$ cat src/rtl/fp_pkg.sv
// Shared floating-point types and constants for the add/sub, normalize and writeback path.
package fp_pkg;

  localparam int unsigned FP_EXP_W  = 8;
  localparam int unsigned FP_FRAC_W = 23;

  localparam logic [FP_EXP_W-1:0] EXP_MAX = {FP_EXP_W{1'b1}};

  typedef struct packed {
    logic                 sign;
    logic [FP_EXP_W-1:0]  exp;
    logic [FP_FRAC_W-1:0] frac;
  } fp32_t;

  localparam fp32_t INF = '{sign: 1'b0, exp: EXP_MAX, frac: '0};

  typedef enum logic [1:0] {
    S_IDLE,
    S_NORM,
    S_DONE
  } state_e;

endpackage

$ cat src/rtl/fp_normalize.sv
// Post-adder normalization: one-bit-per-cycle left shift, carry fix-up, truncation,
// inf/zero/flush-to-zero handling, valid/ready on both sides.
module fp_normalize
  import fp_pkg::*;
#(
  parameter int unsigned EXP_W  = FP_EXP_W,
  parameter int unsigned FRAC_W = FP_FRAC_W
) (
  input  logic                      clk,
  input  logic                      rst,
  input  logic                      in_valid,
  output logic                      in_ready,
  input  logic                      in_sign,
  input  logic [EXP_W-1:0]          in_exp,
  input  logic [FRAC_W+1:0]         in_mant,
  output logic                      out_valid,
  input  logic                      out_ready,
  output logic [EXP_W+FRAC_W:0]     f0,
  output logic                      flag_zero,
  output logic                      flag_ovf,
  output logic                      flag_unf
);

  localparam logic [EXP_W-1:0] EXP_ONES = {EXP_W{1'b1}};
  localparam logic [EXP_W-1:0] EXP_ONE  = EXP_W'(1);

  state_e                  state_q, state_d;
  logic                    sign_q, sign_d;
  logic [EXP_W-1:0]        exp_q, exp_d;
  logic [FRAC_W+1:0]       mant_q, mant_d;
  logic [EXP_W+FRAC_W:0]   f0_q, f0_d;
  logic                    zero_q, zero_d;
  logic                    ovf_q, ovf_d;
  logic                    unf_q, unf_d;
  logic                    in_ready_q, in_ready_d;
  logic                    out_valid_q, out_valid_d;
  logic [EXP_W-1:0]        exp_inc;

  assign exp_inc = exp_q + EXP_ONE;

  always_ff @(posedge clk) begin
    if (rst) begin
      state_q     <= S_IDLE;
      sign_q      <= 1'b0;
      exp_q       <= '0;
      mant_q      <= '0;
      f0_q        <= '0;
      zero_q      <= 1'b0;
      ovf_q       <= 1'b0;
      unf_q       <= 1'b0;
      in_ready_q  <= 1'b1;
      out_valid_q <= 1'b0;
    end else begin
      state_q     <= state_d;
      sign_q      <= sign_d;
      exp_q       <= exp_d;
      mant_q      <= mant_d;
      f0_q        <= f0_d;
      zero_q      <= zero_d;
      ovf_q       <= ovf_d;
      unf_q       <= unf_d;
      in_ready_q  <= in_ready_d;
      out_valid_q <= out_valid_d;
    end
  end

  // Next state and datapath; f0 and flags only change on entry to DONE or on acceptance.
  always_comb begin
    state_d = state_q;
    sign_d  = sign_q;
    exp_d   = exp_q;
    mant_d  = mant_q;
    f0_d    = f0_q;
    zero_d  = zero_q;
    ovf_d   = ovf_q;
    unf_d   = unf_q;

    unique case (state_q)
      S_IDLE: begin
        if (in_valid) begin
          sign_d = in_sign;
          exp_d  = in_exp;
          mant_d = in_mant;
          zero_d = 1'b0;
          ovf_d  = 1'b0;
          unf_d  = 1'b0;
          if (in_exp == EXP_ONES) begin
            f0_d    = {in_sign, EXP_ONES, {FRAC_W{1'b0}}};
            ovf_d   = 1'b1;
            state_d = S_DONE;
          end else if (in_exp == '0) begin
            f0_d    = {in_sign, {(EXP_W+FRAC_W){1'b0}}};
            zero_d  = 1'b1;
            state_d = S_DONE;
          end else begin
            state_d = S_NORM;
          end
        end
      end

      S_NORM: begin
        if (mant_q == '0) begin
          f0_d    = {sign_q, {(EXP_W+FRAC_W){1'b0}}};
          zero_d  = 1'b1;
          state_d = S_DONE;
        end else if (mant_q[FRAC_W+1]) begin
          // Carry out of the adder: truncating right shift, may overflow to inf.
          if (exp_inc == EXP_ONES) begin
            f0_d  = {sign_q, EXP_ONES, {FRAC_W{1'b0}}};
            ovf_d = 1'b1;
          end else begin
            f0_d  = {sign_q, exp_inc, mant_q[FRAC_W:1]};
          end
          state_d = S_DONE;
        end else if (mant_q[FRAC_W]) begin
          f0_d    = {sign_q, exp_q, mant_q[FRAC_W-1:0]};
          state_d = S_DONE;
        end else if (exp_q == EXP_ONE) begin
          f0_d    = {sign_q, {(EXP_W+FRAC_W){1'b0}}};
          unf_d   = 1'b1;
          state_d = S_DONE;
        end else begin
          mant_d = mant_q << 1;
          exp_d  = exp_q - EXP_ONE;
        end
      end

      S_DONE: begin
        if (out_ready) begin
          state_d = S_IDLE;
        end
      end

      default: state_d = S_IDLE;
    endcase

    in_ready_d  = (state_d == S_IDLE);
    out_valid_d = (state_d == S_DONE);
  end

  assign in_ready  = in_ready_q;
  assign out_valid = out_valid_q;
  assign f0        = f0_q;
  assign flag_zero = zero_q;
  assign flag_ovf  = ovf_q;
  assign flag_unf  = unf_q;

endmodule

$ cat config.mk
export PLATFORM = sky130hd
export DESIGN_NAME = fp_normalize
export DESIGN_NICKNAME = d
export VERILOG_FILES = /design/src/rtl/fp_pkg.sv /design/src/rtl/fp_normalize.sv
export SDC_FILE = /design/constraint.sdc
export NUM_CORES = 1
export LEC_CHECK = 0
export CAP_MARGIN = 20
export CORE_ASPECT_RATIO = 0.8
export CORE_UTILIZATION = 45
export CTS_CLUSTER_DIAMETER = 40
export CTS_CLUSTER_SIZE = 10
export DETAILED_ROUTE_END_ITERATION = 10
export PLACE_DENSITY = 0.79
export SETUP_SLACK_MARGIN = 0.3
export SLEW_MARGIN = 5
export SYNTH_ARGS = -nofsm -noshare
export SYNTH_HDL_FRONTEND = slang
export SYNTH_SLANG_ARGS = --single-unit
$ cat constraint.sdc
create_clock -name clk -period 2.3 [get_ports clk]
set_input_delay 0.23 -clock clk [delete_from_list [all_inputs] [get_ports clk]]
set_output_delay 0.23 -clock clk [all_outputs]
set_load 0.02 [all_outputs]
Yosys cells after proc, flatten, opt, wreduce, memory -nomap -nowiden
Index checks and enable logic that the tools add are counted.

Eq/ne operators: 17. Add/sub/neg operators: 2. Muxes and demuxes: 47. Reduce and logical (&&, ||, !) cells: 13.

Operator list (count): two-way mux 32 bit (7); two-way mux 25 bit (3); one-hot mux 32 bit (2 select lines) (1); one-hot mux 25 bit (2 select lines) (1); two-way mux 24 bit (2); two-way mux 8 bit (5); two-way mux 31 bit (1); logical NOT 25 bit (1); inequality test 2 bit, second input constant (9); equality test 8 bit, second input constant (2); two-way mux 2 bit (8); one-hot mux 8 bit (2 select lines) (1); two-way mux 1 bit (14); AND reduction 6 bit (2); adder 8 x 1 -> 8 bit, second input constant (1); equality test 8 x 1 -> 1 bit, second input constant (1); logical NOT 8 bit (1); AND reduction 4 bit (2); subtractor 8 x 1 -> 8 bit, second input constant (1); one-hot mux 1 bit (2 select lines) (3); one-hot mux 2 bit (3 select lines) (1); AND reduction 3 bit (2); inequality test 5 bit, second input constant (1); AND reduction 5 bit (1); 6 further kinds (8).

Input port bits: 38. Register bits after elaboration: 73. Output and inout port bits: 37. Word-level logic and storage cells: 91.

Logic depth before layout (Yosys ltp)
Gate-level depths: netlist of run 1.

Word-level depth: 7. Mapped depth: 10.

Least setup slack after synthesis of run 1
OpenSTA, ideal clock, no wires.

Path kind: reg-to-reg. Start: register exp_q[1]. End: register mant_q[16]. Library setup time: 86 ps. Cell stages (with the launch flop): 9. Slack: 295 ps. Path buffers: 2. Required time: 2214 ps. Arrival time: 1919 ps. Cells stage by stage: dfxtp_1 -> clkbuf_1 -> inv_1 -> ha_1 -> and3_1 -> o31ai_2 -> clkbuf_1 -> nor2_1 -> a211oi_1.

Longest elaborated chain between the ends: 3.

RTL lines: start, declared (line fp_normalize.sv:29) `logic [EXP_W-1:0] exp_q, exp_d;`; start signal, assigned (line fp_normalize.sv:56) `exp_q <= exp_d;`; equality test 8 x 1 -> 1 bit (line fp_normalize.sv:118) `end else if (exp_q == EXP_ONE) begin`; inequality test 2 bit (no line); AND reduction 6 bit (no line); end signal, assigned (line fp_normalize.sv:57) `mant_q <= mant_d;`; end, declared (line fp_normalize.sv:30) `logic [FRAC_W+1:0] mant_q, mant_d;`.

Every way passes these cells. A chain may end at the register's enable or synchronous reset.

Worst setup path in the final report of run 1
Start: register mant_q[2]. End: register mant_q[2].

Longest elaborated chain between the ends: 3.

RTL lines: logical NOT 25 bit (line fp_normalize.sv:102) `if (mant_q == '0) begin`; inequality test 2 bit (no line); AND reduction 6 bit (no line).

Every way passes these cells.

==> impl_metrics.ini, run 1 <==
[synthesis]
async_reset_ff_frac = 0
synth.distinct_cells = 53
post_synth_instance_area_um2 = 3620
synthesis.area_per_instance_um2 = 8.57
ys_dominant_reg_cell = dfxtp_1
synth_seq_area_share = 0.404
postSynthRegisterBits = 73
postSynthNetCount = 464
yosysWarnings = 0
synth-edff-count = 0
synthesis.instances = 422

[clocking]
clk_pin_slew_worst_paths_ps = 80
cts.root.buffer_cell = clkbuf_8
clock_tree.htree_level_count = 3
tritoncts = built
cts-root-to-sink-buffers = 2
cts_sinks = 73
insertion_delay_ps = 350
cts-buffers-inserted = 9

[pwr]
share_clk_of_total_power = 0.221
pwr-share-seq = 0.401
vdd_ir_drop_max_v = 0.000396
total_switching_power_mw = 1.54
power.total_mw = 4.10
sw_frac_of_total = 0.377
power_density_nw_per_um2 = 751
cell_internal_pwr_mw = 2.55
pwr-share-comb = 0.378
power.static_leakage_nw = 1.93

[final_layout]
finalNonFillerCells = 634
antenna_cells_inserted = 0
final_net_count = 568
layout-area-overhead-vs-synth_pct = 50.7
utilization = 0.717
drive_gt1_frac = 0.284

[floorplanning]
area_enclosed_by_the_die_boundary_um2 = 8410
start_util = 0.476
die_h_um = 82.2
dieWidth_um = 102
core_region_um2 = 7600
num_rows = 28
design.portCount = 75

[placed_design]
place.detailed.instances = 595
gp_congestion = 0.882
place_worst_setup_slack_ps = -101
detailed_place_hpwl_um = 7250
port_buffers = 74

[grt]
grt_pass1_wl_um = 17200
first_global_vias = 3405
gr-total-overflow = 0
grt_usage = 0.270
largest_net_degree_at_the_start_of_global_routing = 47
number_of_antenna_violations_at_the_first_check_in_global_routing = 0

[critical_path]
path_class = reg2reg
critical_path.startpoint_type = register
critical_path_required_ps = 2550
crit_fanout = 11
worstSetupEndpointType = register
worst_ep_arrival_time_ps = 2380

[job]
max-cap-violations = 0

[drt]
drt-vias-per-instance = 6.40
routedWlPerCell_um = 20.0
drc = 0
routed_wirelength_um = 12700
drc_marker_count_from_the_first_detailed_route_iteration = 356
via_count = 4056
drt-pass1-iter-count = 5
detail_route_antenna_nets = 0

[timing]
setup_viol = 0
rsz0062_at_grt = true
timing.clock.skew_ps = 13.5
clock_period_minus_final_worst_setup_slack_ps = 2130
hold_viol_final = 0
max_clock_freq_ghz = 0.469
slew_viol_final = 0
fin_setup_tns_ps = 0
final.period_utilization = 0.926
max_slew.worst_pin.slew_ps = 531
max-slew-margin-rel = 0.642
layout_setup_ws_ps = 170

[run_status]
run_status = completed

[min_path]
hold_path.class = in2reg
==> timing repair <==
| item | 4_1_cts | 5_1_grt |
|---|---|---|
| setup endpoints to repair | 41 | 67 |
| gates cloned | 1 | 6 |
| resized for setup | 21 | 77 |
| pin swaps | 10 | 32 |
| setup buffers | 7 | 11 |
| hold buffers | 0 | 0 |
==> sequential cells by signal (all words and copies together) (netlist names) <==
name       flops
f0            32
in_ready       1
state_q        2
flag_zero      1
mant_q        25
sign_q         1
flag_unf       1
flag_ovf       1
out_valid      1
exp_q          8
==> layout make-up <==
cell class	instances	area, µm²
Fill cell	555	2150
Timing Repair Buffer	130	1330
Inverter	6	22.5
Sequential cell	73	1490
Multi-Input combinational cell	306	2310
Clock inverter	4	31.3
Tap cell	105	131
Clock buffer	10	138
==> synth_stat cells, types with 3 or more instances <==
master / instances / area share
nor4_1: 6 / 0.010
nand2_1: 20 / 0.021
a22o_1: 3 / 0.0073
inv_1: 6 / 0.0062
nand4_1: 4 / 0.0069
a21oi_1: 24 / 0.033
a311oi_1: 5 / 0.012
o21ai_0: 11 / 0.015
and3_1: 5 / 0.0086
dfxtp_1: 73 / 0.40
a22oi_1: 43 / 0.089
o2bb2ai_1: 23 / 0.056
xor2_1: 4 / 0.0097
nor2_1: 60 / 0.062
buf_2: 8 / 0.011
buf_6: 4 / 0.012
a211oi_1: 29 / 0.060
or3_1: 5 / 0.0086
nor2b_1: 4 / 0.0069
nand3_1: 4 / 0.0055
nor3_1: 8 / 0.011
nand2b_1: 7 / 0.012
ha_1: 4 / 0.014
clkbuf_1: 26 / 0.027
==> cell usage in the layout (no fill, tap or decap), drive strengths merged, types with 3 or more instances in the layout <==
master	netlist	layout
clkdlybuf4s50	0	73
dfxtp	73	73
nor2	62	64
buf	13	55
a22oi	44	44
a211oi	30	30
a21oi	24	24
o2bb2ai	23	23
nand2	20	20
clkbuf	26	12
o21ai	12	12
nor3	8	8
nand2b	7	7
nor4	7	7
inv	6	6
and3	5	5
or3	5	5
nand3	5	5
a311oi	5	5
nand4	4	4
nor2b	4	4
xor2	4	4
ha	4	4
a22o	3	3
clkinvlp	0	3
==> power by group through the flow <==
stage | logic (mW) | registers, mW | clock network, mW
2_1_floorplan | 0.719 | 1.61 | 0
3_3_place_gp | 1.15 | 1.60 | 0
3_5_place_dp | 1.16 | 1.61 | 0
4_1_cts | 1.22 | 1.60 | 0.897
5_1_grt | 1.64 | 1.66 | 0.978
6_report | 1.55 | 1.64 | 0.906
==> final timing paths <==
path                   from  slack [ps]  cells past startpoint    endpoint
setup reg to reg  mant_q[2]         170                      8   mant_q[2]
hold reg to reg       f0[9]         460                      1       f0[9]
setup / recovery  mant_q[2]         170                      8   mant_q[2]
hold / removal          rst         270                      2  mant_q[24]
==> metrics by stage <==
stage | cell area [µm²] | hold slack, ps
2_1_floorplan | 3620 | 366
3_3_place_gp | 4610 | 449
3_5_place_dp | 4610 | 446
4_1_cts | 4940 | 195
5_1_grt | 5450 | 269
6_report | 5450 | 272
==> layer usage <==
layer,wire (µm),global-route usage
met1,5580,0.381
met2,5600,0.409
met3,1180,0.0724
met4,344,0.0614
met5,0,0
==> worst max-delay path, cell delays in order, from the launching register on <==
cell and delay (ps):
dfxtp_1 370, nor4_4 270, nand4_1 190, buf_4 190, nor4_1 250, buf_4 170
o31ai_4 110, buf_6 200, a211oi_1 280
==> cells by family after synthesis <==
kind of cell	count (synthesis)	share of synthesized area
buf+inv	45	0.0577
compound gates	162	0.333
flops	73	0.404
mux	1	0.00277
xor+xnor	5	0.0121
simple gates	132	0.176
fa+ha+maj	4	0.0138
Note: power is estimated with default switching activity, not from simulation.
==> inputs of run 2 (changes only) <==
CORE_ASPECT_RATIO = 0.7   (was 0.8)
CTS_CLUSTER_SIZE = 12   (was 10)
==> impl_metrics.ini, run 2 (synthesized netlist as in run 1, its figures left out) <==
[timing]
final.period_utilization = 0.950
max_slew.worst_pin.slew_ps = 761
max-slew-margin-rel = 0.488
timing.clock.skew_ps = 12.1
layout_setup_ws_ps = 116
setup_viol = 0
max_clock_freq_ghz = 0.458
slew_viol_final = 0
clock_period_minus_final_worst_setup_slack_ps = 2180
hold_viol_final = 0
rsz0062_at_grt = true

[floorplanning]
die_h_um = 77.0
num_rows = 26
dieWidth_um = 109
area_enclosed_by_the_die_boundary_um2 = 8410
start_util = 0.479
design.portCount = 75
core_region_um2 = 7550

[final_layout]
drive_gt1_frac = 0.315
flip_flop_count_of_the_largest_register_all_copies_and_words_added = 32
mostFrequentLayoutCell = clkdlybuf4s50_1
final_net_count = 576
final-seq-area_um2 = 1500
multi_input_area_um2 = 2370
fillCellCount = 487
commonest_cells_after_routing_fill_and_taps_aside = clkdlybuf4s50_1, dfxtp_1, buf_4
finalNonFillerCells = 637
antenna_cells_inserted = 0
layout-area-overhead-vs-synth_pct = 60.2
layout.cell_area.non_filler_um2 = 5800
utilization = 0.768

[pwr]
share_clk_of_total_power = 0.310
power_density_nw_per_um2 = 869
total_switching_power_mw = 1.78
vdd_ir_drop_max_v = 0.000476
cell_internal_pwr_mw = 3.26
sw_frac_of_total = 0.354
pwr-share-seq = 0.328
power.static_leakage_nw = 2.07
pwr-share-comb = 0.362

[critical_path]
worst_ep_arrival_time_ps = 2440
crit_fanout = 6
path_class = reg2reg
worstSetupEndpointType = register
critical_path.startpoint_type = register
critical_path_required_ps = 2560

[placed_design]
detailed_place_hpwl_um = 7520
place.detailed.instances = 591
port_buffers = 74
gp_congestion = 0.935
place_worst_setup_slack_ps = -85.1
placedInstanceArea_um2 = 4590

[drt]
drt-pass1-iter-count = 7
drc = 0
drt-vias-per-instance = 6.66
routed_wirelength_um = 14800
via_count = 4240
detail_route_antenna_nets = 0
drc_marker_count_from_the_first_detailed_route_iteration = 415
routedWlPerCell_um = 23.2

[grt]
largest_net_degree_at_the_start_of_global_routing = 47
number_of_antenna_violations_at_the_first_check_in_global_routing = 0
gr-total-overflow = 0
grt_usage = 0.298
first_global_vias = 3645
grt_pass1_wl_um = 19200

[clocking]
insertion_delay_ps = 350
cts-root-to-sink-buffers = 2
clock_tree.htree_level_count = 3
cts_sinks = 73
cts.root.buffer_cell = clkbuf_16
tritoncts = built
cts-buffers-inserted = 9
clk_pin_slew_worst_paths_ps = 60

[min_path]
hold_path.class = in2reg

[run_status]
run_status = completed

[job]
max-cap-violations = 0
==> run 2: through the flow <==
step	hold WS, ps	total power [mW]	setup TNS, ps
3_3_place_gp	449	2.76	0
6_report	450	5.04	0
2_1_floorplan	366	2.33	0
5_1_grt	476	5.20	-5.38
4_1_cts	372	4.44	0
3_5_place_dp	445	2.79	-1780
==> run 2: timing repair <==
action	CTS	global route
setup endpoints to repair	46	69
pin swaps	12	30
gates cloned	2	9
resized for setup	31	98
hold buffers	0	0
buffers inserted	12	7
==> run 2: cell type report <==
cell class | instances | area share
well taps | 98 | 0.0211
multi-input cells | 305 | 0.408
clock inverters | 4 | 0.0132
repair buffers | 139 | 0.253
clock buffers | 12 | 0.0425
flip-flops and latches | 73 | 0.259
inverters | 6 | 0.00388
==> run 2: path summary, 6_finish.rpt <==
path,start,to,slack [ps],cells past startpoint
min,rst,exp_q[4],450,2
max,mant_q[19],mant_q[0],120,10
min reg2reg,f0[2],f0[2],460,1
max reg2reg,mant_q[19],mant_q[0],120,10
==> run 2: layer usage <==
| layer | vias to the layer above | track usage | part of all wire |
|---|---|---|---|
| met3 | 62 | 0.0765 | 0.11 |
| li1 | 1828 | - | - |
| met2 | 330 | 0.452 | 0.44 |
| met4 | 0 | 0.0773 | 0.044 |
| met1 | 2020 | 0.416 | 0.41 |
| met5 | - | 0 | 0 |
==> run 2: critical path, cell delays in order (launching register included) <==
cell and delay, ps:
dfxtp_2 360, nor4_2 280, nand4_1 220, buf_4 200, nor4_2 140, buf_4 170
o31ai_4 100, buf_12 160, buf_12 140, nand2b_1 150, a21oi_1 160
==> run 2: power groups by stage <==
| stage | logic, mW | registers [mW] | clock network [mW] |
|---|---|---|---|
| floorplan | 0.719 | 1.61 | 0 |
| global placement | 1.17 | 1.59 | 0 |
| detailed placement | 1.19 | 1.60 | 0 |
| CTS | 1.30 | 1.59 | 1.55 |
| global route | 1.91 | 1.66 | 1.62 |
| finish | 1.83 | 1.65 | 1.56 |
==> inputs of run 3 (changes only) <==
CORE_UTILIZATION = 55   (was 45)
PLACE_DENSITY = 0.92   (was 0.79)
clock period = 2.7 ns   (was 2.3 ns; I/O delays follow)
==> impl_metrics.ini, run 3 (synthesized netlist as in run 1, its figures left out) <==
[clocking]
cts_sinks = 73
clk_pin_slew_worst_paths_ps = 80
tritoncts = built
insertion_delay_ps = 350
cts_setup_buffers = 0
cts-root-to-sink-buffers = 2
cts-hold-fix-buffers = 0
cts.root.buffer_cell = clkbuf_8
clock_tree.htree_level_count = 3
cts-buffers-inserted = 9

[critical_path]
cp_cell_sequence = nor4_2 -> nand4_1 -> or3_4 -> a31oi_1 -> nor2_1 -> a311oi_1
timing.rr.end = out_valid
r2r_slack_ps = 360
path_class = reg2reg
critical_path_required_ps = 2900
critPathBufInv = 0
critPathSlowestCell = or3_4
critical_path.reg2reg.startpoint = mant_q[2]
critical_path.startpoint_type = register
setup.worst_path.start = mant_q[2]
crit_fanout = 8
longest_individual_stage_delay_on_the_worst_path_ps = 510
worst_r2r_path_depth = 6
cp.depth = 6
worst_ep_arrival_time_ps = 2540
capturing_instance_or_port_of_the_critical_path = out_valid
worstSetupEndpointType = register
cp_top_family = simple AND/OR/NAND/NOR gates

[floorplanning]
num_rows = 24
design.portCount = 75
die_h_um = 69.9
dieWidth_um = 98.9
start_util = 0.577
area_enclosed_by_the_die_boundary_um2 = 6910
core_region_um2 = 6280

[placed_design]
port_buffers = 74
gp_congestion = 0.980
detailed_place_hpwl_um = 6930

[pwr]
vdd_ir_drop_max_v = 0.000457
pwr-share-seq = 0.421
cell_internal_pwr_mw = 2.15
share_clk_of_total_power = 0.289
power.static_leakage_nw = 1.63
total_switching_power_mw = 1.14
sw_frac_of_total = 0.346
power.total_mw = 3.29
power_density_nw_per_um2 = 705
pwr-share-comb = 0.290

[timing]
fin_setup_tns_ps = 0
hold_viol_final = 0
max-slew-margin-rel = 0.489
worst_hold_slack_ps = 464
rsz0062_at_grt = true
setup_viol = 0
max_clock_freq_ghz = 0.427
clock_period_minus_final_worst_setup_slack_ps = 2340
timing.clock.skew_ps = 9.74
max_slew.worst_pin.slew_ps = 766
slew_viol_final = 0
final.period_utilization = 0.867

[final_layout]
multi_input_area_um2 = 1990
drive_gt1_frac = 0.0883
antenna_cells_inserted = 0
layout-area-overhead-vs-synth_pct = 29.0
final_net_count = 524
final-seq-area_um2 = 1460
fillCellCount = 441
flip_flop_count_of_the_largest_register_all_copies_and_words_added = 32
commonest_cells_after_routing_fill_and_taps_aside = dfxtp_1, clkdlybuf4s50_1, nor2_1

[drt]
detail_route_antenna_nets = 0
routedWlPerCell_um = 19.1
via_count = 3795
routed_wirelength_um = 10800
drt-vias-per-instance = 6.72
drc = 0
drc_marker_count_from_the_first_detailed_route_iteration = 418
drt-pass1-iter-count = 5

[grt]
grt_pass1_wl_um = 16900
first_global_vias = 3360
number_of_antenna_violations_at_the_first_check_in_global_routing = 0
gr-total-overflow = 0
largest_net_degree_at_the_start_of_global_routing = 47
grt_usage = 0.311

[run_status]
run_status = completed

[min_path]
hold_path.class = reg2reg

[job]
max-cap-violations = 0
run 3: cell types whose count changed in the layout (fill, tap and decap cells not counted), sizes merged:
cell / before / now
buf: 60 / 15
clkbuf: 17 / 11
clkinv: 1 / 3
nor2: 63 / 62
bufbuf: 1 / 0
clkinvlp: 1 / 0
run 3: area by class of cell:
cell class | count | share of cell area
Clock buffer | 11 | 0.0303
Clock inverter | 5 | 0.0169
Inverter | 6 | 0.00482
Multi-Input combinational cell | 304 | 0.426
Sequential cell | 73 | 0.313
Tap cell | 78 | 0.0209
Timing Repair Buffer | 88 | 0.188
run 3: power groups by stage:
stage	clock network, mW	logic, mW	registers (mW)
6_report	0.951	0.955	1.39
5_1_grt	1.00	1.03	1.40
4_1_cts	0.955	0.929	1.37
3_5_place_dp	0	0.915	1.39
3_3_place_gp	0	0.887	1.39
2_1_floorplan	0	0.611	1.37
run 3: stage by stage:
stage	instances	worst slack, ps	utilization	cell area (µm²)
CTS	565	278	0.740	4640
global placement	549	357	0.704	4420
floorplan	422	695	-	3620
finish	565	359	0.744	4670
global route	565	299	0.744	4670
detailed placement	549	262	0.704	4420
run 3: how the worst min path moves through the flow:
stage	start	to	slack, ps	cells after the start
after floorplan	in_sign	sign_q	410	2
after global placement	f0[0]	f0[0]	450	1
after detailed placement	f0[13]	f0[13]	450	1
after CTS	f0[7]	f0[7]	470	1
after global routing	f0[7]	f0[7]	480	1
final	f0[2]	f0[2]	460	1
run 3: metal layers:
layer	GRT usage	vias to the layer above	share of wire
li1	-	1718	-
met2	0.468	246	0.43
met1	0.439	1805	0.43
met5	0	-	0
met3	0.0781	26	0.11
met4	0.0962	0	0.018
run 3: repair_timing:
action                     in CTS  in global routing
setup endpoints to repair      11                 39
hold endpoints to repair        0                  0
gates resized for setup         1                  4
gates cloned                    0                  0
